$ cat config.mk
export PLATFORM = sky130hd
export DESIGN_NAME = opl2_timers
export DESIGN_NICKNAME = d
export VERILOG_FILES = /design/src/rtl/opl2_pkg.sv /design/src/rtl/opl2_timer_counter.sv /design/src/rtl/opl2_timers.sv
export SDC_FILE = /design/constraint.sdc
export NUM_CORES = 1
export LEC_CHECK = 0
export ABC_AREA = 1
export ABC_CLOCK_PERIOD_IN_PS = 1390
export CORE_UTILIZATION = 52
export CTS_CLUSTER_DIAMETER = 200
export DETAILED_ROUTE_END_ITERATION = 12
export PLACE_DENSITY = 0.82
export SYNTH_ARGS = -nofsm -noshare
export SYNTH_HDL_FRONTEND = slang
export SYNTH_SLANG_ARGS = --single-unit
$ cat constraint.sdc
create_clock -name clk -period 1.39 [get_ports clk]
set_input_delay 0.3475 -clock clk [delete_from_list [all_inputs] [get_ports clk]]
set_output_delay 0.3475 -clock clk [all_outputs]
set_load 0.02 [all_outputs]
$ cat src/rtl/opl2_pkg.sv
// Shared OPL2 register-bus types and timer constants.
package opl2_pkg;
  localparam int REG_TIMER_WIDTH     = 8;
  localparam int TIMER1_TICK_SAMPLES = 4;
  localparam int TIMER2_TICK_SAMPLES = 16;

  localparam logic [7:0] TIMER1_ADDR     = 8'h02;
  localparam logic [7:0] TIMER2_ADDR     = 8'h03;
  localparam logic [7:0] TIMER_CTRL_ADDR = 8'h04;

  typedef struct packed {
    logic       valid;
    logic [7:0] address;
    logic [7:0] data;
  } opl2_reg_wr_t;
endpackage

$ cat src/rtl/opl2_timer_counter.sv
// One OPL2 timer: free-running tick sub-divider plus an 8-bit preset up-counter.
module opl2_timer_counter
  import opl2_pkg::*;
#(
  parameter int TICK_SAMPLES = 4
) (
  input  logic                       clk,
  input  logic                       ic_n,
  input  logic                       sample_tick,
  input  logic                       start,
  input  logic [REG_TIMER_WIDTH-1:0] preset,
  output logic                       ovf
);
  localparam int SW = $clog2(TICK_SAMPLES);

  logic [SW-1:0]              sub_cnt;
  logic [REG_TIMER_WIDTH-1:0] cnt;
  logic                       start_q, tick, running;

  // start is the next-state ST bit, so a 0->1 write loads on its own edge.
  assign tick    = sample_tick && (sub_cnt == SW'(TICK_SAMPLES - 1));
  assign running = start && start_q;
  assign ovf     = running && tick && (cnt == '1);

  always_ff @(posedge clk or negedge ic_n) begin
    if (!ic_n) begin
      sub_cnt <= '0;
      cnt     <= '0;
      start_q <= 1'b0;
    end else begin
      start_q <= start;
      if (tick)             sub_cnt <= '0;
      else if (sample_tick) sub_cnt <= sub_cnt + 1'b1;
      if (start && !start_q) cnt <= preset;
      else if (running && tick) cnt <= (cnt == '1) ? preset : cnt + 1'b1;
    end
  end
endmodule

$ cat src/rtl/opl2_timers.sv
// OPL2 timer/status block: presets, control decode, prescaler, flags and IRQ.
module opl2_timers
  import opl2_pkg::*;
#(
  parameter int CLKS_PER_SAMPLE = 72
) (
  input  logic         clk,
  input  logic         ic_n,
  input  opl2_reg_wr_t reg_wr,
  input  logic         force_timer_overflow,
  output logic [7:0]   status,
  output logic         irq_n
);
  localparam int PW         = $clog2(CLKS_PER_SAMPLE);
  localparam int NUM_TIMERS = 2;

  logic [PW-1:0]                                 presc;
  logic                                          sample_tick;
  logic [NUM_TIMERS-1:0][REG_TIMER_WIDTH-1:0]    t_val;
  logic [NUM_TIMERS-1:0]                         mask, st, st_nxt, ovf, ft, set_flag;
  logic                                          ctrl_wr, flag_rst, force_q, force_edge;

  assign sample_tick = (presc == PW'(CLKS_PER_SAMPLE - 1));
  assign ctrl_wr     = reg_wr.valid && (reg_wr.address == TIMER_CTRL_ADDR);
  assign flag_rst    = ctrl_wr && reg_wr.data[7];
  assign st_nxt      = (ctrl_wr && !reg_wr.data[7]) ? reg_wr.data[1:0] : st;
  assign force_edge  = force_timer_overflow && !force_q;
  // A forced edge behaves exactly like a Timer 1 overflow, gated by MASK1.
  assign set_flag    = (ovf | {1'b0, force_edge}) & ~mask;

  always_ff @(posedge clk or negedge ic_n) begin
    if (!ic_n) begin
      presc   <= '0;
      t_val   <= '0;
      mask    <= '0;
      st      <= '0;
      ft      <= '0;
      force_q <= 1'b0;
    end else begin
      presc   <= sample_tick ? '0 : presc + 1'b1;
      st      <= st_nxt;
      force_q <= force_timer_overflow;
      // Set beats clear when both land on the same edge.
      ft      <= (ft & ~{NUM_TIMERS{flag_rst}}) | set_flag;
      if (reg_wr.valid && reg_wr.address == TIMER1_ADDR) t_val[0] <= reg_wr.data;
      if (reg_wr.valid && reg_wr.address == TIMER2_ADDR) t_val[1] <= reg_wr.data;
      if (ctrl_wr && !reg_wr.data[7]) mask <= {reg_wr.data[5], reg_wr.data[6]};
    end
  end

  for (genvar i = 0; i < NUM_TIMERS; i++) begin : g_tmr
    opl2_timer_counter #(
      .TICK_SAMPLES ((i == 0) ? TIMER1_TICK_SAMPLES : TIMER2_TICK_SAMPLES)
    ) u_tmr (
      .clk         (clk),
      .ic_n        (ic_n),
      .sample_tick (sample_tick),
      .start       (st_nxt[i]),
      .preset      (t_val[i]),
      .ovf         (ovf[i])
    );
  end

  assign status = {|ft, ft[0], ft[1], 5'b0};
  assign irq_n  = ~|ft;
endmodule

# Word-level counts from Yosys, hierarchy flattened
# Index checks and enable logic that the tools add are counted.
# totals
reg_bits	54
inputBits	20
wordCells	70
# classes
addsub	5
n_eq_ne	8
mux	12
bitwise	6
reduce_logical	26
# op_table
op	count
$mux W8	6
$add A8 B1 Y8 const B	2
$eq A8 B2 Y1 const B	2
$eq A8 B8 Y1 const B	2
$logic_and A1 B1 Y1	16
$eq A8 B3 Y1 const B	1
$mux W4	2
$reduce_bool A2 Y1	4
$add A7 B1 Y7 const B	1
$eq A7 B7 Y1 const B	1
$mux W7	1
$mux W2	3
$logic_not A1 Y1	5
$add A4 B1 Y4 const B	1
$and A2 B2 Y2	2
$eq A4 B4 Y1 const B	1
$not A2 Y2	2
$add A2 B1 Y2 const B	1
$eq A2 B2 Y1 const B	1
$or A2 B1 Y2	1
$or A2 B2 Y2	1
$reduce_or A2 Y1	1

# Longest topological paths before layout
# Gate-level depths: netlist of the first run.
# depth
word_depth	10
mapped_depth	11

# Modules after synthesis
# A second synthesis of the first run with hierarchy kept.
# unflattened
hier_cells	375
area_unflattened_um2	3025.4
# modules_own_cells
mod	n_inst	cells_per_inst	area_each_um2
opl2_timers	1	155	1415.1
opl2_timer_counter at g_tmr[1].u_tmr	1	116	852.1
opl2_timer_counter at g_tmr[0].u_tmr	1	104	758.2

# Least setup slack after synthesis of the first run
# Ideal clock, no wire load.
# synth_timing
kind	reg2reg
startpoint	register presc[0]
endpoint	register g_tmr[1].u_tmr.cnt[0]
t_arrival_ns	1.376
t_required_ns	1.325
path_slack_ns	-0.051
path_stages_with_launch	10
n_path_buf	0
period_less_slack_ns	1.441
path_cell_list	dfrtp_1 > ha_1 > nand2_1 > inv_2 > nand4_4 > nor2_2 > inv_1 > a21oi_4 > nand2_1 > nand2_1
# synth_between
elab_chain_len	4
# synth_lines
item	line	text
start, declared	opl2_timers.sv:17	logic [PW-1:0] presc;
start signal, assigned	opl2_timers.sv:40	presc <= sample_tick ? '0 : presc + 1'b1;
$eq A7 B7 Y1	opl2_timers.sv:23	assign sample_tick = (presc == PW'(CLKS_PER_SAMPLE - 1));
$logic_and A1 B1 Y1	opl2_timer_counter.sv:21	assign tick = sample_tick && (sub_cnt == SW'(TICK_SAMPLES - 1));
$logic_and A1 B1 Y1	opl2_timer_counter.sv:35	else if (running && tick) cnt <= (cnt == '1) ? preset : cnt + 1'b1;
$reduce_bool A2 Y1 (no line)	-	
end signal, assigned	opl2_timer_counter.sv:34	if (start && !start_q) cnt <= preset;
end signal, assigned	opl2_timer_counter.sv:35	
end, declared	opl2_timer_counter.sv:17	logic [REG_TIMER_WIDTH-1:0] cnt;
# Every way passes these cells.
# A chain may end at the register's enable or synchronous reset.

# Final worst setup path of the first run
# layout_timing
startpoint	register g_tmr[1].u_tmr.cnt[1]
endpoint	register g_tmr[1].u_tmr.cnt[1]
# layout_between
elab_chain_len	4
# layout_lines
item	line
$add A8 B1 Y8 / $eq A8 B8 Y1 (equally long branches)	opl2_timer_counter.sv:35
$mux W8 * (2 in series)	opl2_timer_counter.sv:35
$mux W8 *	opl2_timer_counter.sv:34
# Mark *: on every way between the ends. The rest lies on a longest branch, timed or not. The select of a mux whose other input is x is not followed.

==> results.sh, run 1 <==
export IMPL_drc=0
export IMPL_ctsHtreeMaxLevel=2
export IMPL_synth_commonest_cells="179 x nand2_1, 52 x dfrtp_1, 44 x inv_1"
export IMPL_start_util_pct=54.4
export IMPL_timing_rr_end="g_tmr[1].u_tmr.cnt[1]$_DFFE_PN0P_"
export IMPL_power_density_nw_per_um2=819
export IMPL_first_iter_violations=373
export IMPL_crit_type="reg -> reg"
export IMPL_layout_drive_gt1_share_pct=28.3
export IMPL_period_minus_slack_ps=1550
export IMPL_post_place_ws_ps=-596
export IMPL_grt_overflow=0
export IMPL_violations="negative setup slack"
export IMPL_final_nets=526
export IMPL_place_inst=543
export IMPL_finalSetupViolCount=26
export IMPL_utilization_pct=74.0
export IMPL_die_w_um=78.1
export IMPL_tritoncts="built"
export IMPL_clk_pin_slew_ps=100
export IMPL_ctsRootBufferMaster="clkbuf_8"
export IMPL_port_buffers=23
export IMPL_dr_pass1_iters=5
export IMPL_reg2reg_from="g_tmr[1].u_tmr.cnt[1]$_DFFE_PN0P_"
export IMPL_globalplace_congestion=0.853
export IMPL_synth_seq_cells=52
export IMPL_setup_tns_ps=-2420
export IMPL_status="complete, but fails checks"
export IMPL_postSynthCellCount=408
export IMPL_ant_nets=0
export IMPL_crit_path_start_kind="flop"
export IMPL_synth_area_top_cells="dfrtp_1 43%, nand2_1 22%, inv_1 5.5%"
export IMPL_design_area_um2=4100
export IMPL_period_share_pct=112
export IMPL_clock_sinks=52
export IMPL_fmax_ghz=0.644
export IMPL_ys_warn_count=0
export IMPL_syn_cell_area_um2=3010
export IMPL_stdcell_count=574
export IMPL_final_hold_viol_count=0
export IMPL_core_area_um2=5540
export IMPL_grt_max_degree=28
export IMPL_finalMaxSlewViolations=0
export IMPL_r2r_cells=10
export IMPL_grt_pass1_vias=2791
export IMPL_synth_edf_count=0
export IMPL_critPathMaxStageDelay_ps=380
export IMPL_cts_buffers=5
export IMPL_detail_route_vias_per_cell=5.41
export IMPL_r2r_slack_ps=-160
export IMPL_leakage_uw=0.00218
export IMPL_num_antenna_cells=0
export IMPL_grt_first_pass_wirelength_um=12600
export IMPL_critPathMostFrequentCell="nand2_1"
export IMPL_clkLatencyLatePin_ps=310
export IMPL_cts_hold_repair_buffers=0
export IMPL_rsz0062_at_grt="yes"
export IMPL_dp_hpwl_um=5210
export IMPL_worstHoldPathType="in -> async"
export IMPL_cp_slowest_cell="dfrtp_1"
export IMPL_via_count=3104
export IMPL_ir_drop_mv=0.568
export IMPL_antenna_found_initial=0
export IMPL_synth_most_common_cell="nand2_1"
export IMPL_synth_area_per_cell_um2=7.38
export IMPL_worstPathArrival_ps=1800
export IMPL_wl_um=8480
export IMPL_fin_worst_skew_ps=3.25
export IMPL_ios=29
export IMPL_postSynth_asyncResetShare_pct=100
export IMPL_critPathCaptureType="flop"
export IMPL_die_area_um2=6100
export IMPL_drv_cap=0
export IMPL_worstPathCellList="ha_2 -> nand2_2 -> nor2_4 -> buf_6 -> nand3_1 -> nand2_1 -> nand2_1 -> nand2_1 -> nand2_1 -> nand2_1"
export IMPL_netlist_area_leader_share_pct=43.2
export IMPL_worst_slack_ps=-163
export IMPL_placed_area_um2=3640
export IMPL_routedWlPerCell_um=14.8
export IMPL_synth_top_area_cell="dfrtp_1"
export IMPL_grt_usage_pct=26.7
export IMPL_synthFlopType="dfrtp_1"
export IMPL_rows=27
export IMPL_cp_max_fo=5
export IMPL_synth_cell_type_count=32
export IMPL_area_delta_synth_final_pct=36.1
export IMPL_n_fill_cell=383
export IMPL_clk_path_buf_depth=2
export IMPL_critPathRequiredTime_ps=1640
export IMPL_ys_seq_area_share_pct=43.2
export IMPL_die_height_um=78.1
-- placed cells by master, fill, tap and decap left out, drive strengths merged --
master,synthesis,routed
nor2,16,16
clkdlybuf4s15,0,1
xnor2,3,3
clkdlybuf4s50,0,8
ha,5,5
inv,50,49
conb,1,5
clkinv,0,1
o21ai,27,27
or2,2,2
o21a,2,2
nor3,8,8
o21bai,2,2
dfrtp,52,52
clkinvlp,0,1
buf,7,71
dlygate4sd2,0,8
nand2,182,182
clkbuf,0,6
nand4,9,9
xor2,3,3
nand3,34,34
a21oi,5,5
bufinv,0,1
dlymetal6s2s,0,1
-- layout make-up --
cell class / instances / area, um^2 / area share [%]
clock buffer: 6 / 82.6 / 2.01
clock inverter: 2 / 38.8 / 0.946
inverter: 50 / 199 / 4.85
multi-input combinational: 303 / 1660 / 40.4
sequential: 52 / 1300 / 31.7
tap: 72 / 90.1 / 2.20
timing repair buffer: 89 / 732 / 17.9
-- metrics by stage --
stage / total power, uW / hold slack [ps]
floorplan: 1950 / 51.9
global placement: 2170 / 372
detailed placement: 2190 / 381
CTS: 3300 / 48.0
global route: 3490 / 67.7
finish: 3360 / 35.0
-- cells by family after synthesis --
family | share of synthesized area, %
AOI/OAI and AO/OA | 7.18
DFF | 43.2
buffers and inverters | 7.81
other | 0.124
xor gates and xnor gates | 1.74
adders and majority gates | 2.08
and+or+nand+nor | 37.9
-- layer usage --
layer / GRT usage, % / part of all wire [%] / vias up
met5: 0 / 0 / -
met4: 8.52 / 2.4 / 0
met3: 4.53 / 8.2 / 29
met2: 45.3 / 48 / 204
met1: 34.7 / 41 / 1407
li1: - / - / 1464
-- registers in the layout (all words and copies together), names as in the netlist --
signal and count:
force_q 1, ft 2, g_tmr.u_tmr.cnt 16, g_tmr.u_tmr.sub_cnt 6, mask 2, presc 7, st 2, t_val 16
-- worst max-delay path: cells and delay by family, from the launching register on --
kind | cells | cell delay [ps]
AND/OR/NAND/NOR | 8 | 750
flip-flops | 1 | 380
adder cells (fa/ha/maj) | 1 | 230
buffers and inverters | 1 | 140
-- worst max-delay path by stage --
stage | depth (start not counted) | slack, ps | to | startpoint
CTS | 9 | -120 | g_tmr[1].u_tmr.cnt[3]$_DFFE_PN0P_ | presc[0]$_DFF_PN0_
global route | 9 | -240 | g_tmr[1].u_tmr.cnt[0]$_DFFE_PN0P_ | presc[0]$_DFF_PN0_
finish | 10 | -160 | g_tmr[1].u_tmr.cnt[1]$_DFFE_PN0P_ | g_tmr[1].u_tmr.cnt[1]$_DFFE_PN0P_
detailed placement | 11 | -600 | g_tmr[1].u_tmr.cnt[3]$_DFFE_PN0P_ | reg_wr[8]
global placement | 10 | -510 | g_tmr[1].u_tmr.cnt[1]$_DFFE_PN0P_ | reg_wr[8]
floorplan | 9 | -0.5 | g_tmr[1].u_tmr.cnt[0]$_DFFE_PN0P_ | presc[0]$_DFF_PN0_
-- repair_timing --
action,CTS,global route
pin swaps,14,17
resized for setup,43,42
endpoints found under the setup margin,42,43
buffers inserted,10,14
cloned,0,2
-- where the power goes --
part	internal, uW	leakage (uW)	total, uW	switching (uW)
sequential	1580	0.000693	1640	58.8
combinational	272	0.00142	607	336
clock	590	0.0000614	1110	523
total	2440	0.00218	3360	918
Power figures use the tool's default switching activity.
==> inputs of run 2 (changes only) <==
ABC_CLOCK_PERIOD_IN_PS = 1250   (was 1390)
CORE_UTILIZATION = 45   (was 52)
PLACE_DENSITY = 0.74   (was 0.82)
clock period = 1.25 ns   (was 1.39 ns; I/O delays follow)
==> run 2 against run 1 <==
The run ends with design-rule violations, negative setup slack left. Non-clock buffer count is 7 higher. Via count is 1.7% lower. Sequential cell count is the same. Worst setup slack worse by 94 ps. Highest routed layer unchanged.
==> results.sh, run 2 (synthesis results as in run 1) <==
export IMPL_dr_pass1_iters=12
export IMPL_r2r_slack_ps=-260
export IMPL_ctsHtreeMaxLevel=2
export IMPL_ios=29
export IMPL_finalMaxSlewViolations=0
export IMPL_crit_path_start_kind="flop"
export IMPL_leakage_uw=0.00223
export IMPL_worstHoldPathType="in -> reg"
export IMPL_routedWlPerCell_um=13.7
export IMPL_core_area_um2=6420
export IMPL_rows=29
export IMPL_fmax_ghz=0.664
export IMPL_grt_first_pass_wirelength_um=13100
export IMPL_reg2reg_from="presc[0]$_DFF_PN0_"
export IMPL_clk_path_buf_depth=2
export IMPL_post_place_ws_ps=-688
export IMPL_violations="design-rule violations, negative setup slack"
export IMPL_die_area_um2=7030
export IMPL_place_inst=557
export IMPL_start_util_pct=46.9
export IMPL_multi_input_comb_area_um2=1660
export IMPL_ant_nets=0
export IMPL_placed_area_um2=3750
export IMPL_r2r_cells=9
export IMPL_design_area_um2=4160
export IMPL_n_fill_cell=547
export IMPL_grt_pass1_vias=2984
export IMPL_ctsRootBufferMaster="clkbuf_8"
export IMPL_min_to="ft[0]$_DFF_PN0_"
export IMPL_period_minus_slack_ps=1510
export IMPL_detail_route_vias_per_cell=5.21
export IMPL_die_height_um=83.8
export IMPL_port_buffers=23
export IMPL_layout_drive_gt1_share_pct=29.5
export IMPL_utilization_pct=64.7
export IMPL_clock_sinks=52
export IMPL_globalplace_congestion=0.898
export IMPL_final_nets=533
export IMPL_period_share_pct=121
export IMPL_crit_type="reg -> reg"
export IMPL_final_common_cell="nand2_1"
export IMPL_num_antenna_cells=0
export IMPL_clkLatencyLatePin_ps=310
export IMPL_fin_worst_skew_ps=9.56
export IMPL_status="complete, but fails checks"
export IMPL_cts_buffers=5
export IMPL_grt_usage_pct=23.3
export IMPL_worstPathArrival_ps=1760
export IMPL_critPathRequiredTime_ps=1500
export IMPL_critPathCaptureType="flop"
export IMPL_hp_start="reg_wr[7]"
export IMPL_die_w_um=83.8
export IMPL_final_hold_viol_count=0
export IMPL_mostFrequentLayoutCells="167 x nand2_1, 59 x buf_4, 52 x dfrtp_1"
export IMPL_area_delta_synth_final_pct=38.0
export IMPL_first_iter_violations=244
export IMPL_worst_slack_ps=-256
export IMPL_via_count=3051
export IMPL_grt_max_degree=53
export IMPL_clk_pin_slew_ps=90
export IMPL_reg_top3="g_tmr.u_tmr.cnt x16, t_val x16, presc x7"
export IMPL_drc=6
export IMPL_timing_rr_end="g_tmr[1].u_tmr.cnt[0]$_DFFE_PN0P_"
export IMPL_power_density_nw_per_um2=849
export IMPL_total_power_uw=3530
export IMPL_min_path_cells=4
export IMPL_dp_hpwl_um=5310
export IMPL_stdcell_count=586
export IMPL_finalSetupViolCount=30
export IMPL_grt_overflow=0
export IMPL_drv_cap=0
export IMPL_tritoncts="built"
export IMPL_wl_um=8050
export IMPL_rsz0062_at_grt="yes"
export IMPL_cp_max_fo=8
export IMPL_seqCellArea_um2=1300
export IMPL_antenna_found_initial=0
export IMPL_ir_drop_mv=0.495
[run 2: cell count changes in the layout (fill, tap and decap cells not counted), sizes merged]
| cell | delta |
|---|---|
| buf | +6 |
| bufinv | -1 |
| clkbuf | +5 |
| clkdlybuf4s15 | +1 |
| clkinv | +1 |
| clkinvlp | -1 |
| dlygate4sd2 | -6 |
| dlygate4sd3 | +1 |
| inv | +1 |
[run 2: cell type report]
class	instances	area share [%]
clock buffers	6	1.99
clock inverters	2	0.241
inverters	50	4.57
multi-input cells	303	40.0
flip-flops and latches	52	31.3
well taps	77	2.32
repair buffers	96	19.6
[run 2: repair_timing]
action,in CTS,in global routing
cloned,1,1
resized for setup,51,47
hold buffers,1,0
pin swaps,20,17
setup buffers,14,4
setup endpoints to repair,50,48
endpoints found under the hold margin,30,0
[run 2: power by group]
part | switching (uW) | total (uW) | internal (uW)
clock | 582 | 1030 | 444
combinational | 362 | 674 | 312
sequential | 73.9 | 1830 | 1760
[run 2: worst max-delay path by stage]
stage | startpoint | to | slack, ps | depth (start not counted)
finish | presc[0]$_DFF_PN0_ | g_tmr[1].u_tmr.cnt[0]$_DFFE_PN0P_ | -260 | 9
global route | presc[0]$_DFF_PN0_ | g_tmr[1].u_tmr.cnt[4]$_DFFE_PN0P_ | -360 | 9
CTS | presc[0]$_DFF_PN0_ | g_tmr[1].u_tmr.cnt[0]$_DFFE_PN0P_ | -270 | 9
detailed placement | reg_wr[16] | g_tmr[1].u_tmr.cnt[3]$_DFFE_PN0P_ | -690 | 10
global placement | reg_wr[8] | g_tmr[1].u_tmr.cnt[3]$_DFFE_PN0P_ | -660 | 10
floorplan | presc[0]$_DFF_PN0_ | g_tmr[1].u_tmr.cnt[0]$_DFFE_PN0P_ | -140 | 9
[run 2: stage by stage]
stage,hold WS [ps],TNS (ps)
after detailed placement,330,-21900
final,394,-5120
after global placement,328,-20470
after global routing,461,-7730
after CTS,479,-5170
after floorplan,16.9,-2310
[run 2: critical path, cell delays in order, from the launching register on]
cell and delay [ps]:
dfrtp_1 370, ha_2 190, nand2_2 60, inv_2 70, nand4_4 130, nor2_4 170, inv_2 60, a21oi_4 230
nand2_1 90, nand2_1 70
[run 2: metal layers]
| layer | vias up | global-route usage [%] | wire, um |
|---|---|---|---|
| met5 | - | 0 | 0 |
| li1 | 1478 | - | - |
| met1 | 1439 | 29.6 | 3550 |
| met2 | 115 | 40.0 | 3900 |
| met3 | 19 | 3.17 | 419 |
| met4 | 0 | 9.25 | 177 |
==> inputs of run 3 (changes only) <==
ABC_CLOCK_PERIOD_IN_PS = 1790   (was 1250)
PLACE_DENSITY = 0.71   (was 0.74)
clock period = 1.79 ns   (was 1.25 ns; I/O delays follow)
==> run 3 against run 2 <==
The run ends with design-rule violations left. Final cell count is 8.7% lower. Sequential share of layout area rose by 4.8 points. Core utilization fell by 8.5 points. Register-to-register slack improved by 440 ps. Clock skew shrank 5.6 ps. Sequential cell count is the same. First-iteration DRC count decreased by 28%. Worst hold slack lost 280 ps. Die area stayed put. Via count is 13% lower. Critical path type is now reg -> out. Largest power group unchanged.
==> results.sh, run 3 (synthesis results as in run 1) <==
export IMPL_design_area_um2=3610
export IMPL_grt_first_pass_wirelength_um=11500
export IMPL_setup_tns_ps=0
export IMPL_status="complete, but fails checks"
export IMPL_critPathTopFamily="buffers and inverters"
export IMPL_cts_buffers=5
export IMPL_first_iter_violations=176
export IMPL_rows=29
export IMPL_cts_hold_repair_buffers=0
export IMPL_leakage_uw=0.00197
export IMPL_final_hold_viol_count=0
export IMPL_ant_nets=0
export IMPL_cp_slowest_cell="clkdlybuf4s50_1"
export IMPL_critPathMaxStageDelay_ps=610
export IMPL_detail_route_vias_per_cell=4.95
export IMPL_cp_max_fo=3
export IMPL_final_common_cell="nand2_1"
export IMPL_ir_drop_mv=0.420
export IMPL_wl_um=6440
export IMPL_grt_overflow=0
export IMPL_clock_sinks=52
export IMPL_drc=8
export IMPL_final_nets=483
export IMPL_fin_worst_skew_ps=3.91
export IMPL_antenna_found_initial=0
export IMPL_grt_usage_pct=20.3
export IMPL_area_delta_synth_final_pct=19.8
export IMPL_clkLatencyLatePin_ps=300
export IMPL_grt_pass1_vias=2568
export IMPL_via_count=2648
export IMPL_rsz0062_at_grt="no"
export IMPL_worstPathArrival_ps=1290
export IMPL_reg_top3="g_tmr.u_tmr.cnt x16, t_val x16, presc x7"
export IMPL_grt_max_degree=53
export IMPL_ios=29
export IMPL_crit_type="reg -> out"
export IMPL_critPathCaptureType="output pin"
export IMPL_worst_slack_ps=49.1
export IMPL_ctsHtreeMaxLevel=2
export IMPL_ctsRootBufferMaster="clkbuf_8"
export IMPL_drt_met1_wl_um=3170
export IMPL_fmax_ghz=0.574
export IMPL_post_place_ws_ps=-291
export IMPL_violations="design-rule violations"
export IMPL_mostFrequentLayoutCells="175 x nand2_1, 52 x dfrtp_1, 40 x inv_1"
export IMPL_die_height_um=83.8
export IMPL_dp_hpwl_um=4800
export IMPL_critPathRequiredTime_ps=1340
export IMPL_finalMaxSlewViolations=0
export IMPL_worstPathCellList="clkdlybuf4s50_1"
export IMPL_placed_area_um2=3440
export IMPL_routedWlPerCell_um=12.0
export IMPL_finalSetupViolCount=0
export IMPL_utilization_pct=56.2
export IMPL_clk_pin_slew_ps=90
export IMPL_layout_drive_gt1_share_pct=14.4
export IMPL_total_power_uw=2260
export IMPL_die_area_um2=7030
export IMPL_crit_buf_inv=1
export IMPL_start_util_pct=46.9
export IMPL_clk_path_buf_depth=2
export IMPL_met2WireLength_um=2990
export IMPL_period_share_pct=97.3
export IMPL_highest_layer="met4"
export IMPL_crit_path_start_kind="flop"
export IMPL_drv_cap=0
export IMPL_worstHoldPathType="in -> async"
export IMPL_core_area_um2=6420
export IMPL_tritoncts="built"
export IMPL_globalplace_congestion=0.813
export IMPL_dr_pass1_iters=8
export IMPL_power_density_nw_per_um2=626
export IMPL_die_w_um=83.8
export IMPL_period_minus_slack_ps=1740
export IMPL_n_fill_cell=603
export IMPL_port_buffers=23
export IMPL_num_antenna_cells=0
export IMPL_met3_length_um=218
run 3: cell types whose count changed in the layout (fill, tap and decap cells not counted), sizes merged:
cell / change
clkinvlp: +2
clkbuf: -6
clkinv: -1
inv: -1
buf: -53
dlymetal6s2s: +9
dlygate4sd3: -1
clkdlybuf4s50: +2
clkdlybuf4s15: -2
run 3: power breakdown:
group	internal (uW)	total (uW)	switching, uW	leakage, uW
Clock	266	641	375	0.0000400
Sequential	1230	1290	61.5	0.000693
Combinational	147	329	182	0.00124
Total	1640	2260	619	0.00197
run 3: area by class of cell:
cell class,count,area [um^2],share of cell area [%]
timing repair buffer,46,433,12.0
multi-input combinational,303,1510,41.7
tap,77,96.3,2.67
clock buffer,5,68.8,1.91
clock inverter,2,12.5,0.347
sequential,52,1300,36.0
inverter,50,191,5.30
run 3: stage by stage:
stage          hold WS, ps  cells
3_5_place_dp           464    522
5_1_grt                134    535
6_report               118    535
3_3_place_gp           455    522
4_1_cts                134    529
2_1_floorplan          152    412
run 3: timing repair:
item | 4_1_cts | 5_1_grt
buffers inserted | 0 | 6
endpoints found under the setup margin | 2 | 18
gates resized for setup | 2 | 19
endpoints found under the hold margin | 0 | 0
pin swaps | 0 | 10
run 3: path summary, 6_finish.rpt:
path                                                         from                                end  slack, ps  depth (start not counted)
min in group clk                               presc[0]$_DFF_PN0_                 presc[0]$_DFF_PN0_        470                          1
worst max-delay path                              ft[0]$_DFF_PN0_                          status[6]         50                          1
max in group asynchronous                                    ic_n                 presc[4]$_DFF_PN0_       1420                          2
worst min register to register                 presc[0]$_DFF_PN0_                 presc[0]$_DFF_PN0_        470                          1
worst max register to register  g_tmr[0].u_tmr.cnt[0]$_DFFE_PN0P_  g_tmr[0].u_tmr.cnt[4]$_DFFE_PN0P_        180                         11
worst min-delay path                                         ic_n  g_tmr[1].u_tmr.cnt[4]$_DFFE_PN0P_        120                          2
run 3: routing by layer:
layer / vias to the layer above / GRT usage [%]
met3: 6 / 2.97
met4: 0 / 5.33
li1: 1373 / -
met1: 1225 / 28.6
met5: - / 0
met2: 44 / 32.9
